File: src/rtl/cdc_handshake_tx_pkg.sv
// Shared types and helpers for the toggle req/ack CDC source controller.
// Optional timeout feature in the top is guarded by CDC_TX_TIMEOUT_EN.
package cdc_hs_pkg;

    typedef enum logic [1:0] {
        IDLE     = 2'd0,
        LAUNCH   = 2'd1,
        WAIT_ACK = 2'd2
    } hs_state_t;

    localparam int unsigned TIMEOUT_CYCLES_DEFAULT = 1024;

    // Minimum width of 1 so single-entry counters and indices stay legal.
    function automatic int unsigned clog2(input int unsigned value);
        int unsigned r;
        r = 0;
        while ((64'd1 << r) < 64'(value)) begin
            r = r + 1;
        end
        return (r == 0) ? 1 : r;
    endfunction

endpackage

File: src/rtl/cdc_handshake_tx_if.sv
// Requester and crossing signals of the CDC source controller.
// The master modport is the controller's view; slave is the environment's.
interface cdc_handshake_tx_if #(
    parameter int unsigned NREQ  = 4,
    parameter int unsigned WIDTH = 16
);
    logic [NREQ-1:0]       req_valid;
    logic [NREQ*WIDTH-1:0] req_data;
    logic [NREQ-1:0]       req_grant;
    logic [NREQ-1:0]       req_done;
    logic [WIDTH-1:0]      xfer_data;
    logic                  xfer_req;
    logic                  xfer_ack_sync;
    logic                  busy;
    logic                  err;
    logic                  err_clr;

    modport master (
        input  req_valid, req_data, xfer_ack_sync, err_clr,
        output req_grant, req_done, xfer_data, xfer_req, busy, err
    );

    modport slave (
        output req_valid, req_data, xfer_ack_sync, err_clr,
        input  req_grant, req_done, xfer_data, xfer_req, busy, err
    );
endinterface

File: src/rtl/cdc_handshake_tx_rr_arbiter.sv
// Combinational round-robin pick: first set request at or above ptr, wrapping.
module rr_arbiter
    import cdc_hs_pkg::*;
#(
    parameter int unsigned NREQ = 4
) (
    input  logic [NREQ-1:0]        req,
    input  logic [clog2(NREQ)-1:0] ptr,
    output logic [NREQ-1:0]        grant,
    output logic [clog2(NREQ)-1:0] idx
);
    localparam int unsigned IW = clog2(NREQ);

    always_comb begin
        int unsigned cand;
        logic        found;
        grant = '0;
        idx   = '0;
        found = 1'b0;
        cand  = 0;
        for (int unsigned k = 0; k < NREQ; k++) begin
            cand = (int'(ptr) + k) % NREQ;
            if (!found && req[cand]) begin
                found       = 1'b1;
                grant[cand] = 1'b1;
                idx         = cand[IW-1:0];
            end
        end
    end
endmodule

File: src/rtl/cdc_handshake_tx.sv
// Source side of a toggle req/ack bundled-data crossing with round-robin requesters.
// Define CDC_TX_TIMEOUT_EN to add the WAIT_ACK timeout and sticky err flag.
module cdc_handshake_tx
    import cdc_hs_pkg::*;
#(
    parameter int unsigned NREQ           = 4,
    parameter int unsigned WIDTH          = 16,
    parameter int unsigned TIMEOUT_CYCLES = TIMEOUT_CYCLES_DEFAULT
) (
    input logic               clk,
    input logic               arst_n,
    cdc_handshake_tx_if.master bus
);
    localparam int unsigned IW = clog2(NREQ);

    hs_state_t       state;
    logic [IW-1:0]   idx;
    logic [IW-1:0]   ptr;
    logic [NREQ-1:0] arb_grant;
    logic [IW-1:0]   arb_idx;
    logic [IW-1:0]   ptr_next;
    logic            quiescent;

    rr_arbiter #(.NREQ(NREQ)) u_arb (
        .req   (bus.req_valid),
        .ptr   (ptr),
        .grant (arb_grant),
        .idx   (arb_idx)
    );

    assign quiescent = (bus.xfer_ack_sync == bus.xfer_req);
    assign ptr_next  = (idx == IW'(NREQ - 1)) ? '0 : idx + 1'b1;

`ifdef CDC_TX_TIMEOUT_EN
    localparam int unsigned CW = clog2(TIMEOUT_CYCLES);
    logic [CW-1:0] tmo_cnt;
`else
    assign bus.err = 1'b0;
`endif

    always_ff @(posedge clk or negedge arst_n) begin
        if (!arst_n) begin
            state         <= IDLE;
            idx           <= '0;
            ptr           <= '0;
            bus.xfer_data <= '0;
            bus.xfer_req  <= 1'b0;
            bus.req_grant <= '0;
            bus.req_done  <= '0;
            bus.busy      <= 1'b0;
`ifdef CDC_TX_TIMEOUT_EN
            tmo_cnt       <= '0;
            bus.err       <= 1'b0;
`endif
        end else begin
            bus.req_grant <= '0;
            bus.req_done  <= '0;
`ifdef CDC_TX_TIMEOUT_EN
            // Clear first so a timeout later in this block wins.
            if (bus.err_clr) begin
                bus.err <= 1'b0;
            end
`endif
            unique case (state)
                IDLE: begin
                    if ((|bus.req_valid) && quiescent) begin
                        bus.xfer_data <= bus.req_data[int'(arb_idx)*WIDTH +: WIDTH];
                        idx           <= arb_idx;
                        bus.req_grant <= arb_grant;
                        bus.busy      <= 1'b1;
                        state         <= LAUNCH;
                    end
                end
                LAUNCH: begin
                    bus.xfer_req <= ~bus.xfer_req;
`ifdef CDC_TX_TIMEOUT_EN
                    tmo_cnt      <= '0;
`endif
                    state        <= WAIT_ACK;
                end
                WAIT_ACK: begin
                    if (quiescent) begin
                        bus.req_done <= NREQ'(1) << idx;
                        ptr          <= ptr_next;
                        bus.busy     <= 1'b0;
                        state        <= IDLE;
                    end
`ifdef CDC_TX_TIMEOUT_EN
                    else if (tmo_cnt == CW'(TIMEOUT_CYCLES - 1)) begin
                        bus.err      <= 1'b1;
                        bus.req_done <= NREQ'(1) << idx;
                        ptr          <= ptr_next;
                        bus.busy     <= 1'b0;
                        state        <= IDLE;
                    end else begin
                        tmo_cnt <= tmo_cnt + 1'b1;
                    end
`endif
                end
                default: begin
                    state    <= IDLE;
                    bus.busy <= 1'b0;
                end
            endcase
        end
    end
endmodule

File: src/flat_wrapper.sv
// flat-port wrapper written by rule: the top's interface ports become plain ports
module cdc_handshake_tx_flat import cdc_hs_pkg::*;
#(
    parameter int unsigned NREQ           = 4,
    parameter int unsigned WIDTH          = 16,
    parameter int unsigned TIMEOUT_CYCLES = TIMEOUT_CYCLES_DEFAULT
)
  (clk, arst_n, bus_req_valid, bus_req_data, bus_xfer_ack_sync, bus_err_clr, bus_req_grant, bus_req_done, bus_xfer_data, bus_xfer_req, bus_busy, bus_err);
  cdc_handshake_tx_if #(.NREQ(NREQ), .WIDTH(WIDTH)) bus_i ();
  input logic clk;
  input logic arst_n;
  input wire logic [$bits(bus_i.req_valid)-1:0] bus_req_valid;
  input wire logic [$bits(bus_i.req_data)-1:0] bus_req_data;
  input wire logic [$bits(bus_i.xfer_ack_sync)-1:0] bus_xfer_ack_sync;
  input wire logic [$bits(bus_i.err_clr)-1:0] bus_err_clr;
  output wire logic [$bits(bus_i.req_grant)-1:0] bus_req_grant;
  output wire logic [$bits(bus_i.req_done)-1:0] bus_req_done;
  output wire logic [$bits(bus_i.xfer_data)-1:0] bus_xfer_data;
  output wire logic [$bits(bus_i.xfer_req)-1:0] bus_xfer_req;
  output wire logic [$bits(bus_i.busy)-1:0] bus_busy;
  output wire logic [$bits(bus_i.err)-1:0] bus_err;
  assign bus_i.req_valid = bus_req_valid;
  assign bus_i.req_data = bus_req_data;
  assign bus_i.xfer_ack_sync = bus_xfer_ack_sync;
  assign bus_i.err_clr = bus_err_clr;
  assign bus_req_grant = bus_i.req_grant;
  assign bus_req_done = bus_i.req_done;
  assign bus_xfer_data = bus_i.xfer_data;
  assign bus_xfer_req = bus_i.xfer_req;
  assign bus_busy = bus_i.busy;
  assign bus_err = bus_i.err;
  cdc_handshake_tx #(.NREQ(NREQ), .WIDTH(WIDTH), .TIMEOUT_CYCLES(TIMEOUT_CYCLES)) u_core (.clk(clk), .arst_n(arst_n), .bus(bus_i));
endmodule
File: config.mk
export PLATFORM = sky130hd
export DESIGN_NAME = cdc_handshake_tx_flat
export DESIGN_NICKNAME = d
export VERILOG_FILES = /design/src/rtl/cdc_handshake_tx_pkg.sv /design/src/rtl/cdc_handshake_tx_if.sv /design/src/rtl/cdc_handshake_tx_rr_arbiter.sv /design/src/rtl/cdc_handshake_tx.sv /design/src/flat_wrapper.sv
export SDC_FILE = /design/constraint.sdc
export NUM_CORES = 1
export LEC_CHECK = 0
export ABC_AREA = 1
export BUFFER_PORTS_ARGS = -buffer_cell sky130_fd_sc_hd__buf_4
export CAP_MARGIN = 20
export CORE_ASPECT_RATIO = 1.2
export CORE_MARGIN = 2
export CORE_UTILIZATION = 40
export DETAILED_ROUTE_END_ITERATION = 16
export PLACE_DENSITY = 0.81
export SLEW_MARGIN = 30
export SYNTH_ARGS = -nofsm -noshare
export SYNTH_HDL_FRONTEND = slang
export SYNTH_SLANG_ARGS = --single-unit
File: constraint.sdc
create_clock -name clk -period 2.3 [get_ports clk]
set_clock_uncertainty 0.2 [all_clocks]
set_input_delay 0.46 -clock clk [delete_from_list [all_inputs] [get_ports clk]]
set_output_delay 0.46 -clock clk [all_outputs]
set_load 0.1 [all_outputs]
Word level (Yosys, flattened, before mapping)
Cells that the tools add are included.
Word-level totals
  register bits after elaboration: 32
  bits in latches: 0
  bits in writable memories: 0
  memory bits (read-only): 0
  bits of input ports: 72
  output and inout bits: 27
  logic and storage cells: 88
  memories: 0
Cells by class
  $add $sub $neg: 4
  multipliers: 0
  divide/modulo/power cells: 0
  magnitude comparators: 8
  equal/unequal tests: 6
  shift-type cells: 2
  mux-type cells: 38
  bitwise gates (word level): 5
  reduce and logical (&&, ||, !) cells: 17
Operators with widths (number)
  variable part select 64 x 7 -> 16 bit: 1
  2-to-1 mux 4 bit: 8
  2-to-1 mux 2 bit: 7
  2-to-1 mux 1 bit: 13
  < comparator 2 x 3 -> 1 bit, second input constant: 4
  OR 4 bit: 3
  binary-select mux 1 bit (select 2 bit): 4
  demux 1 bit (select 2 bit): 4
  greater-or-equal comparator 2 x 1 -> 1 bit, second input constant: 4
  logical AND 1 bit: 8
  case mux 2 bit (3 select lines): 1
  AND reduction 2 bit: 3
  adder 2 x 1 -> 2 bit, second input constant: 2
  adder 2 bit, second input constant: 2
  == test 2 bit, second input constant: 2
  != test 2 x 1 -> 1 bit, second input constant: 2
  OR reduction 4 bit: 1
  left shift 1 x 2 -> 4 bit, first input constant: 1
  logical NOT 1 bit: 3
  case mux 1 bit (3 select lines): 1
  AND reduction 3 bit: 1
  == test 2 x 1 -> 1 bit, second input constant: 1
  logical NOT 2 bit: 1
  NOT 1 bit: 2
  == test 1 bit: 1

Longest topological paths before layout
  depth in word-level cells: 14
  depth in mapped cells: 15
  mapped depth without buffers: 14

Modules after synthesis
Synthesis repeated with hierarchy kept, for this count alone.
Unflattened totals
  cell total of the unflattened synthesis: 333
  area, all modules: 2264.7 µm²
Modules (own cells, without submodules)
  cdc_handshake_tx: times used 1, cells each 251, area an instance 1788.0 µm², seq. area each 800.8 µm²
  rr_arbiter: times used 1, cells each 82, area an instance 476.7 µm², seq. area each 0.0 µm²

Worst setup path after synthesis
OpenSTA, ideal clock, no wires.
  kind: flip-flop to flip-flop
  from: reg u_core.bus.xfer_req
  to: reg u_core.bus.xfer_data[0]
  library setup time: 0.069 ns
  arrival: 2.236 ns
  required time: 2.031 ns
  slack: -0.204 ns
  stages on the path, launching flop included: 9
  buffers on the path: 1
  clock period less this slack: 2.504 ns
  path through: dfrtp_1 xnor2_2 o21ai_1 a21oi_1 nand2_2 nor3_4 buf_8 nand2_2 nand3_2
On the way
  word-level cells in the longest chain between the ends: 3
Ends and longest elaborated chain
  from (decl): RTL line cdc_handshake_tx_if.sv:20  | output req_grant, req_done, xfer_data, xfer_req, busy, err
  from (signal assigned): RTL line cdc_handshake_tx.sv:75  | bus.xfer_req <= ~bus.xfer_req;
  == test 1 bit: RTL line cdc_handshake_tx.sv:31  | assign quiescent = (bus.xfer_ack_sync == bus.xfer_req);
  logical AND 1 bit: RTL line cdc_handshake_tx.sv:66  | if ((|bus.req_valid) && quiescent) begin
  AND reduction 2 bit (no line)
  to (signal assigned): RTL line cdc_handshake_tx.sv:67  | bus.xfer_data <= bus.req_data[int'(arb_idx)*WIDTH +: WIDTH];
  to (decl): RTL line cdc_handshake_tx_if.sv:20
Every way passes these cells.
A chain may end at the register's enable or synchronous reset.

Worst setup path after layout
  from: reg u_core.ptr[1]
  to: reg u_core.bus.xfer_data[6]
On the way
  word-level cells in the longest chain between the ends: 13
  elaborated cells between the ends (all ways): 25
  those cells by class: add/sub: 3; shift: 1; mux: 15; reduce/logical: 6
Ends and longest elaborated chain
  from (decl): RTL line cdc_handshake_tx.sv:18  | logic [IW-1:0] ptr;
  from (signal assigned): RTL line cdc_handshake_tx.sv:84  | ptr <= ptr_next;
  branches (longest 11 deep; another with adder 2 x 1 -> 2 bit)
  2-to-1 mux 2 bit (*): RTL line cdc_handshake_tx_rr_arbiter.sv:23  | if (!found && req[cand]) begin
  variable part select 64 x 7 -> 16 bit (*): RTL line cdc_handshake_tx.sv:67
Every way passes the cells marked *. The select of a mux whose other input is x is not followed.

==> impl_metrics.json <==
{
  "finalSetupViolCount": 0,
  "coreArea_sq_um": 5930,
  "crit_path_end": "u_core.bus.xfer_data[6]",
  "syn_avg_cell_area_sq_um": 7.32,
  "portBuffers": 96,
  "period_share_pct": 96.4,
  "final_area_sq_um": 3570,
  "netlist_area_sq_um": 2420,
  "antenna_cells": 0,
  "drt-initial-drc-count": 111,
  "cts_buffer_depth": 2,
  "grt-ovfl-total": 0,
  "clkTransAtPathRegs_ns": 0.07,
  "tritoncts": "yes",
  "grt_antenna_before_repair": 0,
  "grt_start_max_net_pins": 34,
  "die_h_um": 89.2,
  "slew_violations": 0,
  "yosys.area.top_type": "dfrtp_1",
  "viasPerCell": 4.87,
  "highest_layer": "met4",
  "root_buffer": "clkbuf_8",
  "synth_flop_cell": "dfrtp_1",
  "wl_per_cell_um": 13.0,
  "worstPathCellList": "inv_2 > ha_4 > inv_4 > nand3_2 > nand2_2 > inv_4 > nor2_4 > nand4_4 > buf_12 > clkbuf_16 > nand3_1 > nand2_1 > nand2_2 > nand3_2",
  "num_rows": 31,
  "nets": 524,
  "vias": 2551,
  "synthesis.nets": 414,
  "h-tree-depth": 2,
  "drc": 0,
  "ant_nets": 0,
  "endpoint_kind": "flop",
  "synthTopCellsByArea": "dfrtp_1 (33%), nand2_1 (20%), nand3_1 (9.5%)",
  "synth_top_cell_area_share_pct": 33.1,
  "dpl_cell_area_sq_um": 3250,
  "finalHoldViolations": 0,
  "async_flop_share_pct": 100,
  "cts_made_buffers": 5,
  "die_w_um": 75.0,
  "max_clock_freq_mhz": 451,
  "dieArea_sq_um": 6700,
  "slowest_stage": "dfrtp_2",
  "arrival_ns": 2.19,
  "crit_type": "flop to flop",
  "hpwl_um": 4790,
  "initial_utilization_pct": 40.8,
  "synth-seq-area-share_pct": 33.1,
  "wl_um": 6820,
  "grt_usage_pct": 18.8,
  "hp-class": "input port to flop",
  "r2r_slack_ns": 0.08,
  "cp_data_required_time_ns": 2.27,
  "clk_latency_ns": 0.29,
  "setup-tns-final_ns": 0,
  "drive_gt1_share_pct": 40.3,
  "r2r-start": "u_core.ptr[1]",
  "area_growth_pct": 47.5,
  "synth.most_common_cell": "nand2_1",
  "clock_sinks": 32,
  "ys_ff_latch": 32,
  "gp_congestion": 0.807,
  "io_pins": 99,
  "maxCapViolCount": 0,
  "grt_pass1_vias": 2275,
  "hold_ws_ns": 0.265,
  "period_needed_ns": 2.22,
  "status": "finished clean",
  "final_core_util_pct": 60.2,
  "fillerInstances": 510,
  "r2r-end": "u_core.bus.xfer_data[6]",
  "path_max_fanout": 7,
  "critPathLaunch": "u_core.ptr[1]",
  "wl_met1_um": 2570,
  "crit_path_max_incr_delay_ns": 0.41,
  "ff2ff_path_depth": 14,
  "synth_edf_count": 0,
  "drtPass1Iterations": 4,
  "cp-start-kind": "flop",
  "netlist_top_cells_count": "nand2_1 (132), nand3_1 (46), dfrtp_1 (32)",
  "synth_cell_types": 31,
  "wl_met2_um": 3700,
  "ys_warn_count": 0,
  "synthCells": 331,
  "route.met3.wl_um": 399,
  "grt_pass1_wl_um": 9840
}
## sequential cells by signal, summed over array words and instances, names as in the netlist
| register | flops |
|---|---|
| u_core.bus.xfer_data | 16 |
| u_core.idx | 2 |
| u_core.bus.xfer_req | 1 |
| u_core.bus.req_done | 4 |
| u_core.state | 2 |
| u_core.bus.req_grant | 4 |
| u_core.ptr | 2 |
| u_core.bus.busy | 1 |
## worst min path at each step
stage	start	endpoint	slack [ns]	depth (start not counted)
after floorplan	arst_n	u_core.bus.busy	-0.04	0
after global placement	arst_n	u_core.bus.req_grant[3]	0.21	1
after detailed placement	arst_n	u_core.bus.req_grant[1]	0.22	1
after CTS	bus_req_data[50]	u_core.bus.xfer_data[2]	0.27	5
after global routing	bus_req_data[60]	u_core.bus.xfer_data[12]	0.28	5
final	bus_req_data[50]	u_core.bus.xfer_data[2]	0.27	5
## metal layers
metal  global-route usage, %  vias up
met3                    5.07       15
met5                       0        -
met4                    6.17        0
li1                        -     1272
met1                    21.3     1180
met2                    33.7       84
## layout by cell type (no fill, tap or decap), types with 2 or more instances in the layout
| cell | count |
|---|---|
| clkbuf_16 | 2 |
| buf_4 | 104 |
| inv_4 | 4 |
| clkbuf_8 | 5 |
| nand2_2 | 14 |
| buf_12 | 3 |
| dfrtp_1 | 29 |
| inv_1 | 20 |
| nand2_1 | 131 |
| nand2_8 | 3 |
| o21ai_0 | 11 |
| ha_1 | 10 |
| nand3_2 | 15 |
| clkinv_2 | 2 |
| dfrtp_2 | 3 |
| nor3_1 | 2 |
| a21oi_1 | 6 |
| nand2_4 | 5 |
| nand3_1 | 42 |
| o21ai_1 | 3 |
| nor2_4 | 4 |
| nor2_1 | 6 |
| buf_8 | 3 |
## critical path, delay by kind of cell (launching register included)
kind,cells,cell delay [ns]
buffers and inverters,5,0.54
AND/OR/NAND/NOR,8,0.73
adder cells (fa/ha/maj),1,0.22
flip-flops,1,0.41
## layout make-up
class                           count  area [sq um]  area share (%)
Multi-Input combinational cell    263          1520            42.5
Timing Repair Buffer              114           957            26.8
Sequential cell                    32           805            22.5
Inverter                           25           104            2.91
Tap cell                           82           103            2.87
Clock buffer                        5          68.8            1.93
Clock inverter                      3          18.8           0.525
## stage by stage
stage | instances | setup slack (ns)
finish | 524 | 0.0829
floorplan | 331 | 0.00220
CTS | 517 | 0.0156
global placement | 508 | 0.0459
detailed placement | 508 | -0.0387
global route | 524 | -0.0279
## what timing repair did
item / CTS / global route
pin swaps: 0 / 10
gates resized for setup: 1 / 20
hold buffers: 1 / 0
gates cloned: 0 / 5
setup endpoints to repair: 16 / 17
endpoints found under the hold margin: 32 / 0
setup buffers: 0 / 2
## cells by family (layout without fill, tap and decap cells)
family,Yosys count,in the layout,share of synthesized area (%)
simple gates,224,227,46.6
buf+inv,39,147,8.42
flops,32,32,33.1
compound gates,22,22,5.06
fa+ha+maj,11,11,5.68
xor+xnor,2,2,1.03
other cells,1,1,0.155
Power is not shown: default switching activity piles up to over one toggle a cycle in this logic, so the estimate is an artifact.
